--- config.mk ---
export PLATFORM = sky130hd
export DESIGN_NAME = cr_fifo_s1_df
export DESIGN_NICKNAME = d
export VERILOG_FILES = /design/src/rtl/cr_fifo_pkg.sv /design/src/rtl/cr_fifoctl_s1_df.sv /design/src/rtl/cr_fifo_s1_df.sv
export SDC_FILE = /design/constraint.sdc
export NUM_CORES = 1
export LEC_CHECK = 0
export ABC_CLOCK_PERIOD_IN_PS = 3000
export CORE_UTILIZATION = 59
export CTS_BUF_LIST = sky130_fd_sc_hd__clkbuf_8 sky130_fd_sc_hd__clkbuf_16
export DETAILED_ROUTE_END_ITERATION = 8
export GPL_TIMING_DRIVEN = 0
export PLACE_DENSITY = 0.84
export SYNTH_ARGS = -nofsm -noshare
export SYNTH_HDL_FRONTEND = slang
export SYNTH_HIERARCHICAL = 1
export SYNTH_SLANG_ARGS = --single-unit
--- constraint.sdc ---
create_clock -name Clk -period 3 [get_ports Clk]
set_input_delay 0.6 -clock Clk [delete_from_list [all_inputs] [get_ports Clk]]
set_output_delay 0.6 -clock Clk [all_outputs]
set_load 0.05 [all_outputs]
--- src/rtl/cr_fifo_pkg.sv ---
// Shared definitions for the cr_fifo family: width helpers, mode encodings and
// the depth legality check used by every FIFO variant.

`ifndef CR_FIFO_POW2_CHECK
// Elaboration-time guard: depth must be a power of two and at least 2.
`define CR_FIFO_POW2_CHECK(depth) \
  if (((depth) < 2) || (((depth) & ((depth) - 1)) != 0)) begin : gDepthNotPow2 \
    $error("cr_fifo: pDepth must be a power of two and >= 2"); \
  end
`endif

package cr_fifo_pkg;

  // Error reporting modes
  localparam int unsigned ERR_STICKY = 0;
  localparam int unsigned ERR_PULSE  = 1;

  // Read path modes
  localparam int unsigned READ_REG  = 0;
  localparam int unsigned READ_FWFT = 1;

  // Pointer width for a given depth
  function automatic int unsigned crAddrWidth(input int unsigned depth);
    return $clog2(depth);
  endfunction

  // Count width: one extra bit so the count can represent a full FIFO
  function automatic int unsigned crCountWidth(input int unsigned depth);
    return $clog2(depth) + 1;
  endfunction

endpackage

--- src/rtl/cr_fifoctl_s1_df.sv ---
// FIFO control: pointers, word count, accept decisions, status flags and
// overflow/underflow reporting. Storage lives in the parent.

module cr_fifoctl_s1_df
  import cr_fifo_pkg::*;
#(
  parameter int unsigned pDepth   = 16,
  parameter int unsigned pErrMode = ERR_STICKY,
  localparam int unsigned AW      = crAddrWidth(pDepth),
  localparam int unsigned CW      = crCountWidth(pDepth)
) (
  input  logic          Clk,
  input  logic          Rst,
  input  logic          PushReq_n,
  input  logic          PopReq_n,
  input  logic [CW-1:0] AeLevel,
  input  logic [CW-1:0] AfLevel,
  output logic          WrEn,
  output logic [AW-1:0] WrAddr,
  output logic          RdEn,
  output logic [AW-1:0] RdAddr,
  output logic [CW-1:0] WordCount,
  output logic          Empty,
  output logic          AlmostEmpty,
  output logic          HalfFull,
  output logic          AlmostFull,
  output logic          Full,
  output logic          PushError,
  output logic          PopError
);

  logic [AW-1:0] wrPtrQ, wrPtrD;
  logic [AW-1:0] rdPtrQ, rdPtrD;
  logic [CW-1:0] countQ, countD;
  logic          pushErrQ, pushErrD;
  logic          popErrQ, popErrD;
  logic          pushBad, popBad;

  // Flags decode the registered count against live thresholds
  always_comb begin
    Empty       = (countQ == '0);
    Full        = (countQ == CW'(pDepth));
    HalfFull    = (countQ >= CW'(pDepth / 2));
    AlmostEmpty = (countQ <= AeLevel);
    AlmostFull  = (countQ >= AfLevel);
  end

  // A request against Full/Empty is rejected outright, even if the opposite
  // side is accepted in the same cycle.
  assign WrEn    = !PushReq_n && !Full;
  assign RdEn    = !PopReq_n && !Empty;
  assign pushBad = !PushReq_n && Full;
  assign popBad  = !PopReq_n && Empty;

  // Next-state for pointers, count and error flags
  always_comb begin
    wrPtrD   = wrPtrQ;
    rdPtrD   = rdPtrQ;
    countD   = countQ;
    pushErrD = pushErrQ;
    popErrD  = popErrQ;
    if (WrEn) wrPtrD = wrPtrQ + AW'(1);
    if (RdEn) rdPtrD = rdPtrQ + AW'(1);
    if (WrEn && !RdEn) begin
      countD = countQ + CW'(1);
    end else if (RdEn && !WrEn) begin
      countD = countQ - CW'(1);
    end
    if (pErrMode == ERR_PULSE) begin
      pushErrD = pushBad;
      popErrD  = popBad;
    end else begin
      pushErrD = pushErrQ | pushBad;
      popErrD  = popErrQ | popBad;
    end
  end

  // State register with synchronous reset
  always_ff @(posedge Clk) begin
    if (Rst) begin
      wrPtrQ   <= '0;
      rdPtrQ   <= '0;
      countQ   <= '0;
      pushErrQ <= 1'b0;
      popErrQ  <= 1'b0;
    end else begin
      wrPtrQ   <= wrPtrD;
      rdPtrQ   <= rdPtrD;
      countQ   <= countD;
      pushErrQ <= pushErrD;
      popErrQ  <= popErrD;
    end
  end

  assign WrAddr    = wrPtrQ;
  assign RdAddr    = rdPtrQ;
  assign WordCount = countQ;
  assign PushError = pushErrQ;
  assign PopError  = popErrQ;

endmodule

--- src/rtl/cr_fifo_s1_df.sv ---
// Single-clock FIFO with run-time thresholds: register-array storage plus the
// read data path (registered or first-word-fall-through).

module cr_fifo_s1_df
  import cr_fifo_pkg::*;
#(
  parameter int unsigned pWidth       = 8,
  parameter int unsigned pDepth       = 16,
  parameter int unsigned pFallThrough = READ_REG,
  parameter int unsigned pErrMode     = ERR_STICKY,
  localparam int unsigned CW          = crCountWidth(pDepth)
) (
  input  logic              Clk,
  input  logic              Rst,
  input  logic              PushReq_n,
  input  logic [pWidth-1:0] PushData,
  input  logic              PopReq_n,
  output logic [pWidth-1:0] PopData,
  input  logic [CW-1:0]     AeLevel,
  input  logic [CW-1:0]     AfLevel,
  output logic [CW-1:0]     WordCount,
  output logic              Empty,
  output logic              AlmostEmpty,
  output logic              HalfFull,
  output logic              AlmostFull,
  output logic              Full,
  output logic              PushError,
  output logic              PopError
);

  localparam int unsigned AW = crAddrWidth(pDepth);

  `CR_FIFO_POW2_CHECK(pDepth)

  logic              wrEn, rdEn;
  logic [AW-1:0]     wrAddr, rdAddr;
  logic [pWidth-1:0] mem [pDepth];

  cr_fifoctl_s1_df #(
    .pDepth   (pDepth),
    .pErrMode (pErrMode)
  ) uCtl (
    .Clk         (Clk),
    .Rst         (Rst),
    .PushReq_n   (PushReq_n),
    .PopReq_n    (PopReq_n),
    .AeLevel     (AeLevel),
    .AfLevel     (AfLevel),
    .WrEn        (wrEn),
    .WrAddr      (wrAddr),
    .RdEn        (rdEn),
    .RdAddr      (rdAddr),
    .WordCount   (WordCount),
    .Empty       (Empty),
    .AlmostEmpty (AlmostEmpty),
    .HalfFull    (HalfFull),
    .AlmostFull  (AlmostFull),
    .Full        (Full),
    .PushError   (PushError),
    .PopError    (PopError)
  );

  // Storage write; contents are deliberately not reset
  always_ff @(posedge Clk) begin
    if (wrEn) mem[wrAddr] <= PushData;
  end

  if (pFallThrough == READ_FWFT) begin : gFwft
    // Head word shown directly; meaningless while Empty
    assign PopData = mem[rdAddr];
  end else begin : gReg
    logic [pWidth-1:0] popDataQ;

    // Capture the head word on each accepted pop
    always_ff @(posedge Clk) begin
      if (Rst) begin
        popDataQ <= '0;
      end else if (rdEn) begin
        popDataQ <= mem[rdAddr];
      end
    end

    assign PopData = popDataQ;
  end

endmodule
* Yosys cells after proc, flatten, opt, wreduce, memory -nomap -nowiden
Memory sizes are Yosys's and may differ from the RTL's. A register that Yosys moved wholly into a read port is not among the register bits.
Cells that the tools add are included.
** Word-level totals
- Register bits after elaboration :: 15
- Latch bits :: 0
- Bits in writable memories :: 128
- Memory bits (read-only) :: 0
- Input port bits :: 22
- Output and inout port bits :: 20
- Word-level logic and storage cells :: 34
- Memories kept :: 1
** Cells by class
- $add $sub $neg :: 4
- Multipliers :: 0
- Div/mod/pow operators :: 0
- $lt $le $gt $ge :: 3
- Equality and inequality tests :: 1
- Shifts and indexed selects :: 0
- Muxes and demuxes :: 4
- Bitwise gates (word level) :: 2
- Reduce and logical (&&, ||, !) cells :: 14
** Memory list
- mem :: depth 16, width 8, rd ports 1, clocked after Yosys merged registers in 1, wr ports 1, line cr_fifo_s1_df.sv:37 : logic [pWidth-1:0] mem [pDepth];
** Operators with widths (count)
- $mux W5 :: 2
- $add A4 B1 Y4 const B :: 2
- $logic_and A1 B1 Y1 :: 6
- $logic_not A1 Y1 :: 6
- $add A5 B1 Y5 const B :: 1
- $eq A5 B5 Y1 const B :: 1
- $ge A5 B4 Y1 const B :: 1
- $ge A5 B5 Y1 :: 1
- $le A5 B5 Y1 :: 1
- $logic_not A5 Y1 :: 1
- $sub A5 B1 Y5 const B :: 1
- $mux W1 :: 2
- $or A1 B1 Y1 :: 2
- $reduce_bool A2 Y1 :: 1

* Depth between registers and ports, before layout
Gate-level depths: netlist of the first run.
- Word-level depth :: 7
- Mapped depth :: 10
- Gate-level depth less buffers :: 10

* Cells and area by module
Netlist of the first run, hierarchy kept.
** By module, submodules not included
- cr_fifo_s1_df :: instances 1, cells each 316, area each 5343.9 um2, seq. area each 4003.8 um2
- cr_fifoctl_s1_df :: instances 1, cells each 119, area each 1026.0 um2, seq. area each 300.3 um2

* Worst setup path after synthesis of the first run
Ideal clock, no wire load.
- Kind :: reg2reg
- From :: register uCtl.countQ[0], in the netlist uCtl/WordCount[0]
- To :: register uCtl.countQ[4], in the netlist uCtl/WordCount[4]
- Setup time :: 0.121 ns
- Arrival :: 2.718 ns
- Required time :: 2.879 ns
- Setup slack :: 0.161 ns
- Stages on the path, launching flop included :: 11
- Path buffers :: 0
- Clock period less this slack :: 2.839 ns
- Path through :: dfxtp_1 > nor4_4 > a21oi_1 > inv_1 > ha_1 > inv_1 > ha_1 > a21oi_1 > a211oi_1 > a31oi_1 > mux2_2
** On the way
- Cells in the longest elaborated chain, start to end :: 6
- Elaborated cells between the ends (all ways) :: 15
- Those cells by class :: add/sub (2); eq/ne (1); mux (2); reduce/logical (10)
** RTL lines
- start, declared :: line cr_fifoctl_s1_df.sv:34 : logic [CW-1:0] countQ, countD;
- start signal, assigned :: line cr_fifoctl_s1_df.sv:89 : countQ <= countD;
- $logic_not A5 Y1 (*) :: line cr_fifoctl_s1_df.sv:41 : Empty = (countQ == '0);
- $logic_not A1 Y1 (*) :: line cr_fifoctl_s1_df.sv:51 : assign RdEn = !PopReq_n && !Empty;
- $logic_and A1 B1 Y1 (*) :: line cr_fifoctl_s1_df.sv:51
- net rdEn :: line cr_fifo_s1_df.sv:35 : logic wrEn, rdEn;
- $logic_not A1 Y1 :: line cr_fifoctl_s1_df.sv:64 : if (WrEn && !RdEn) begin
- $logic_and A1 B1 Y1 :: line cr_fifoctl_s1_df.sv:64
- $mux W5 or $reduce_bool A2 Y1 (tied branches)
Mark *: on every way through the listed nets, which the timed path passes. The rest lies on a longest branch. The select of a mux whose other input is x is not followed.
A chain may end at the register's enable or synchronous reset.

* Worst setup path after layout of the first run
- From :: input AeLevel[1]
- To :: output AlmostEmpty
** On the way
- Cells in the longest elaborated chain, start to end :: 1
** RTL lines
- start, declared :: line cr_fifo_s1_df.sv:19 : input logic [CW-1:0] AeLevel,
- $le A5 B5 Y1 :: line cr_fifoctl_s1_df.sv:44 : AlmostEmpty = (countQ <= AeLevel);
- end, declared :: line cr_fifo_s1_df.sv:23 : output logic AlmostEmpty,
No other way between the ends.

==> results of run 1 <==
worst max-delay path by stage:
stage | from | to | slack, ns | cells past startpoint
5_1_grt | uCtl/WordCount[4] | uCtl/WordCount[4] | -0.02 | 10
3_3_place_gp | AeLevel[1] | AlmostEmpty | -0.34 | 8
4_1_cts | AeLevel[1] | AlmostEmpty | 0.02 | 8
3_5_place_dp | AeLevel[1] | AlmostEmpty | -0.40 | 8
2_1_floorplan | uCtl/WordCount[0] | uCtl/WordCount[4] | 0.16 | 10
6_report | AeLevel[1] | AlmostEmpty | 0.14 | 8
sequential cells by signal, indices dropped and copies added (netlist names):
| register | flops |
|---|---|
| mem | 128 |
| uCtl/WordCount | 5 |
| uCtl/RdAddr | 4 |
| uCtl/WrAddr | 4 |
| PopData | 8 |
| uCtl/PopError | 1 |
| uCtl/PushError | 1 |
layout make-up:
| cell class | instances | area share |
|---|---|---|
| Sequential cell | 151 | 0.570 |
| Multi-Input combinational cell | 252 | 0.248 |
| Clock buffer | 21 | 0.0651 |
| Timing Repair Buffer | 43 | 0.0555 |
| Tap cell | 136 | 0.0225 |
| Buffer | 17 | 0.0204 |
| Clock inverter | 11 | 0.0106 |
| Inverter | 15 | 0.00745 |
metal layers:
metal | part of all wire | vias to the layer above
li1 | - | 1767
met1 | 0.38 | 1911
met2 | 0.50 | 212
met3 | 0.084 | 36
met4 | 0.035 | 0
met5 | 0 | -
kinds of logic (layout without fill, tap and decap cells):
group                    after synthesis  in the layout  synth area share
multiplexers                          68             68             0.107
AND/OR/NAND/NOR                      105            105            0.0817
flip-flops                           151            151             0.676
XOR/XNOR                               7              7           0.00963
buffers and inverters                 32            107            0.0330
adder cells (fa/ha/maj)               17             17            0.0346
AO/OA/AOI/OAI                         55             55            0.0583
repair_timing:
item | 4_1_cts | 5_1_grt
resized for setup | 10 | 6
pin swaps | 0 | 1
setup endpoints to repair | 12 | 12
buffers inserted | 0 | 2
worst max-delay path, delay by kind of cell:
| kind | cells | cell delay, ns |
|---|---|---|
| compound gates | 3 | 0.48 |
| fa+ha+maj | 1 | 0.29 |
| buf+inv | 3 | 0.75 |
| simple gates | 1 | 0.14 |
through the flow:
step           power, W  setup slack, ns
3_5_place_dp    0.00436           -0.401
6_report        0.00636            0.145
2_1_floorplan   0.00378            0.161
3_3_place_gp    0.00429           -0.341
5_1_grt         0.00661          -0.0219
4_1_cts         0.00632           0.0156
cell usage in the layout, fill, tap and decap left out, types with 3 or more instances in the layout:
cell,count
nor2b_1,3
dfxtp_1,21
nand3b_1,4
a211oi_1,4
buf_2,8
clkbuf_16,18
xnor2_1,6
a22oi_1,24
inv_4,5
clkinv_4,3
clkbuf_1,3
mux2i_1,67
inv_1,15
edfxtp_1,128
nand2_1,20
nor2_1,32
clkbuf_8,3
nand2b_1,3
ha_1,16
buf_8,3
a21oi_1,15
clkdlybuf4s50_1,37
nand3_1,29
power breakdown:
part,switching (W),total [W],internal [W]
clock,0.000825,0.00199,0.00117
combinational,0.00112,0.00177,0.000645
sequential,0.000164,0.00260,0.00244
==> impl_metrics.py, run 1 <==
metrics = {
    "run_status": {
        "status": "complete, no violations",
    },
    "timing": {
        "worst_clock_skew_ns": 0.00948,
        "fin_setup_tns_ns": 0,
        "hold_ws_ns": 0.459,
        "period_needed_ns": 2.86,
        "worstMarginPinSlew_ns": 1.20,
        "slew_viol_final": 0,
        "setup-violations-final": 0,
        "relSlewSlack": 0.196,
        "hold_viol_final": 0,
        "fin_crit_sh": 0.952,
        "timing.fmax_mhz": 350,
    },
    "synthesis": {
        "seq_area_frac_synth": 0.676,
        "synth.distinct_cells": 41,
        "synth_cells": 435,
        "synthesis.nets": 474,
        "netlist_top_cells_area": "edfxtp_1 (60%), mux2i_1 (11%), dfxtp_1 (7.2%)",
        "synthArstFlopShare": 0,
        "synth-main-ff-cell": "edfxtp_1",
        "yosysTopAreaCell": "edfxtp_1",
        "synth_area_um2": 6370,
        "synth.most_common_cell": "edfxtp_1",
        "synth-edff-count": 128,
        "yosysTopAreaCellShare": 0.603,
        "ys_ff_latch": 151,
        "synth_warnings": 6,
        "syn_area_per_cell_um2": 14.6,
        "synthTopCellsByCount": "edfxtp_1 (128), mux2i_1 (67), nor2_1 (32)",
    },
    "floorplan": {
        "die_w_um": 106,
        "ios": 42,
        "core_um2": 10400,
        "start_util": 0.612,
        "dieArea_um2": 11200,
        "fp.dieH_um": 106,
        "rows": 37,
    },
    "setup_path": {
        "worstPathRequired_ns": 2.40,
        "path_max_fanout": 2,
        "worstReg2RegStart": "uCtl/WordCount[4]",
        "arrival_ns": 2.26,
        "crit_path_start_kind": "input pin",
        "r2r_end": "uCtl/WordCount[4]",
        "cp_slowest_cell": "clkdlybuf4s50_1",
        "slowest_delay_ns": 0.45,
        "regToRegSetupSlack_ns": 0.21,
        "crit_chain": "clkdlybuf4s50_1 > inv_1 > ha_1 > nor2b_1 > o21a_1 > o21ai_0 > a21o_1 > buf_2",
        "reg2reg_depth": 10,
        "worstSetupPathType": "in2out",
        "crit_path_end_kind": "output pin",
    },
    "drt": {
        "via_count": 3926,
        "wl_um": 13300,
        "dr.pass1.iters": 6,
        "avgViaCountPerCell": 6.08,
        "wl_per_cell_um": 20.7,
        "drc": 0,
        "drtIter0Drc": 333,
        "drtAntennaViolNets": 0,
    },
    "final_layout": {
        "final_util": 0.725,
        "n_fill_cell": 636,
        "instances_no_fill": 646,
        "num_antenna_cells": 0,
        "multi_input_area_um2": 1880,
        "final_area_um2": 7550,
        "syn_to_final_growth_pct": 18.6,
        "regArea_um2": 4310,
        "drive_above_1_share": 0.127,
        "finish.net_count": 536,
    },
    "grt": {
        "use_met3": 0.0834,
        "grt_remaining_overflow": 0,
        "grt_use_total": 0.253,
        "gr-usage-met1": 0.295,
        "grt_max_degree": 17,
        "busiest_layer": "met2",
        "antenna_found_initial": 0,
        "grt_pass1_vias": 3941,
        "grt_pass1_wl_um": 20500,
        "globalRouteMet2Util": 0.424,
    },
    "clocking": {
        "numCtsBuffers": 17,
        "hold_buffers": 0,
        "clock_latency_ns": 0.53,
        "clock_path_buffers": 2,
        "clk_root_buffer_cell": "clkbuf_8",
        "cts_tree": "built",
        "cts.sinks": 151,
        "cts.clk_slew.worst_paths_ns": 0.06,
        "h-tree-depth": 4,
    },
    "flow_run": {
        "cap_violations": 0,
    },
    "worst_hold_path": {
        "worstHoldEndpoint": "PopData[6]",
        "hold_class": "reg2reg",
        "min_from": "PopData[6]",
        "holdPathStages": 2,
    },
    "power_and_ir_drop": {
        "power.density_nw_per_um2": 842,
        "p_leak_nw": 2.55,
        "ir_worst_vdd_mv": 0.898,
    },
    "place": {
        "place_hpwl_um": 8780,
        "routabilityCongestion": 0.850,
        "dp.cells": 612,
        "io_buffers": 41,
        "place_area_um2": 6950,
    },
}
(Power assumes the default switching activity.)
==> inputs of run 2 (changes only) <==
--- a/config.mk
+++ b/config.mk
@@ -5,7 +5,7 @@
 export SDC_FILE = /design/constraint.sdc
 export NUM_CORES = 1
 export LEC_CHECK = 0
-export ABC_CLOCK_PERIOD_IN_PS = 3000
+export ABC_CLOCK_PERIOD_IN_PS = 2800
 export CORE_UTILIZATION = 59
 export CTS_BUF_LIST = sky130_fd_sc_hd__clkbuf_8 sky130_fd_sc_hd__clkbuf_16
 export DETAILED_ROUTE_END_ITERATION = 8
==> constraint.sdc (replaced) <==
create_clock -name Clk -period 2.8 [get_ports Clk]
set_input_delay 0.56 -clock Clk [delete_from_list [all_inputs] [get_ports Clk]]
set_output_delay 0.56 -clock Clk [all_outputs]
set_load 0.05 [all_outputs]
==> run 2 against run 1 <==
Net effect: first-iteration DRC count fell by 19%; wire length decreased by 2.9%; sequential power is 7% higher; highest routed layer unchanged; count of clock-buffer cells in the layout increased by 1; design area is essentially flat; utilization hardly changed; register-to-register slack got worse by 0.07 ns.
==> impl_metrics.py, run 2 (same netlist as run 1, synthesis figures left out) <==
metrics = {
    "worst_hold_path": {
        "hold_class": "reg2reg",
        "holdPathStages": 2,
    },
    "drt": {
        "dr.pass1.iters": 5,
        "wl_per_cell_um": 20.0,
        "drtAntennaViolNets": 0,
        "drtIter0Drc": 271,
        "drc": 0,
        "wl_um": 13000,
        "avgViaCountPerCell": 5.96,
        "via_count": 3849,
    },
    "final_layout": {
        "syn_to_final_growth_pct": 18.7,
        "final_util": 0.726,
        "final_common_cell": "edfxtp_1",
        "finish.net_count": 536,
        "largest_reg_flops": 128,
        "final_cell_mix": "edfxtp_1 (128), mux2i_1 (67), clkdlybuf4s50_1 (37)",
        "max_flop_register": "mem",
        "num_antenna_cells": 0,
        "drive_above_1_share": 0.129,
        "instances_no_fill": 646,
    },
    "grt": {
        "antenna_found_initial": 0,
        "grt_pass1_wl_um": 20100,
        "grt_use_total": 0.251,
        "grt_pass1_vias": 3787,
        "grt_remaining_overflow": 0,
        "grt_max_degree": 17,
    },
    "timing": {
        "period_needed_ns": 2.69,
        "hold_ws_ns": 0.472,
        "relSlewSlack": 0.159,
        "slew_viol_final": 0,
        "fin_crit_sh": 0.960,
        "setup-violations-final": 0,
        "timing.fmax_mhz": 372,
        "worstMarginPinSlew_ns": 1.25,
        "rsz0062_at_grt": "false",
        "hold_viol_final": 0,
        "worst_clock_skew_ns": 0.00998,
    },
    "clocking": {
        "clk_root_buffer_cell": "clkbuf_8",
        "clock_latency_ns": 0.53,
        "cts.clk_slew.worst_paths_ns": 0.06,
        "cts.sinks": 151,
        "clock_path_buffers": 2,
        "cts_tree": "built",
        "h-tree-depth": 4,
        "numCtsBuffers": 17,
    },
    "power_and_ir_drop": {
        "ir_worst_vdd_mv": 0.737,
        "power.density_nw_per_um2": 900,
        "p_leak_nw": 2.56,
    },
    "floorplan": {
        "ios": 42,
        "die_w_um": 106,
        "core_um2": 10400,
        "dieArea_um2": 11200,
        "rows": 37,
        "fp.dieH_um": 106,
        "start_util": 0.612,
    },
    "setup_path": {
        "path_max_fanout": 2,
        "reg2reg_depth": 11,
        "arrival_ns": 2.13,
        "worstSetupPathType": "in2out",
        "crit_path_end_kind": "output pin",
        "worstPathRequired_ns": 2.24,
        "crit_path_start_kind": "input pin",
    },
    "flow_run": {
        "cap_violations": 0,
    },
    "run_status": {
        "status": "complete, no violations",
    },
    "place": {
        "io_buffers": 41,
        "place_hpwl_um": 8380,
        "dp.cells": 612,
        "routabilityCongestion": 0.828,
    },
}
==> run 2: cell types whose count changed in the layout (fill, tap and decap cells not counted) <==
cell | before | now
dfxtp_1 | 21 | 18
dfxtp_2 | 2 | 5
inv_1 | 15 | 17
inv_4 | 5 | 3
buf_2 | 8 | 9
clkbuf_16 | 18 | 19
clkdlybuf4s15_2 | 1 | 0
clkinv_2 | 1 | 2
clkinv_4 | 3 | 2
inv_6 | 2 | 1
==> run 2: cell type report <==
type | instances | area (um^2)
fill | 633 | 2860
sequential | 151 | 4310
tap | 136 | 170
multi-input combinational | 252 | 1880
clock inverter | 10 | 62.6
timing repair buffer | 43 | 413
inverter | 15 | 56.3
buffer | 17 | 154
clock buffer | 22 | 517
==> run 2: timing repair <==
| item | CTS | global route |
|---|---|---|
| setup buffers | 0 | 2 |
| pin swaps | 0 | 1 |
| endpoints found under the setup margin | 12 | 18 |
| resized for setup | 13 | 5 |
| hold buffers | 0 | 0 |
==> run 2: critical path, stage by stage <==
cell             delay, ns
clkdlybuf4s50_1       0.45
inv_1                 0.04
ha_1                  0.29
nor2b_1               0.13
o21a_1                0.15
o21ai_0               0.13
a21o_1                0.12
buf_2                 0.25
==> run 2: where the power goes <==
group | internal (W) | switching [W]
clock | 0.00129 | 0.000859
sequential | 0.00261 | 0.000177
combinational | 0.000681 | 0.00118
==> run 2: path summary, 6_finish.rpt <==
| kind | to | from | slack, ns |
|---|---|---|---|
| max | AlmostEmpty | AeLevel[1] | 0.11 |
| min | PopData[0] | PopData[0] | 0.47 |
| min reg2reg | PopData[0] | PopData[0] | 0.47 |
| max reg2reg | uCtl/WordCount[4] | uCtl/WordCount[1] | 0.14 |
==> run 2: metal layers <==
| metal | vias to the layer above | track usage | wire length [um] |
|---|---|---|---|
| met1 | 1832 | 0.303 | 4990 |
| met2 | 213 | 0.408 | 6400 |
| met3 | 37 | 0.0760 | 1060 |
| met4 | 0 | 0.131 | 506 |
| li1 | 1767 | - | - |
| met5 | - | 0 | 0 |
==> run 2: per-stage QoR <==
stage          total power [W]  TNS, ns  worst slack [ns]  cell area [um^2]
3_5_place_dp           0.00465   -14.22            -0.467              6950
5_1_grt                0.00707        0          0.000759              7560
3_3_place_gp           0.00460   -10.74            -0.445              6950
2_1_floorplan          0.00406        0            0.0214              6370
6_report               0.00680        0             0.111              7560
4_1_cts                0.00676        0            0.0339              7530
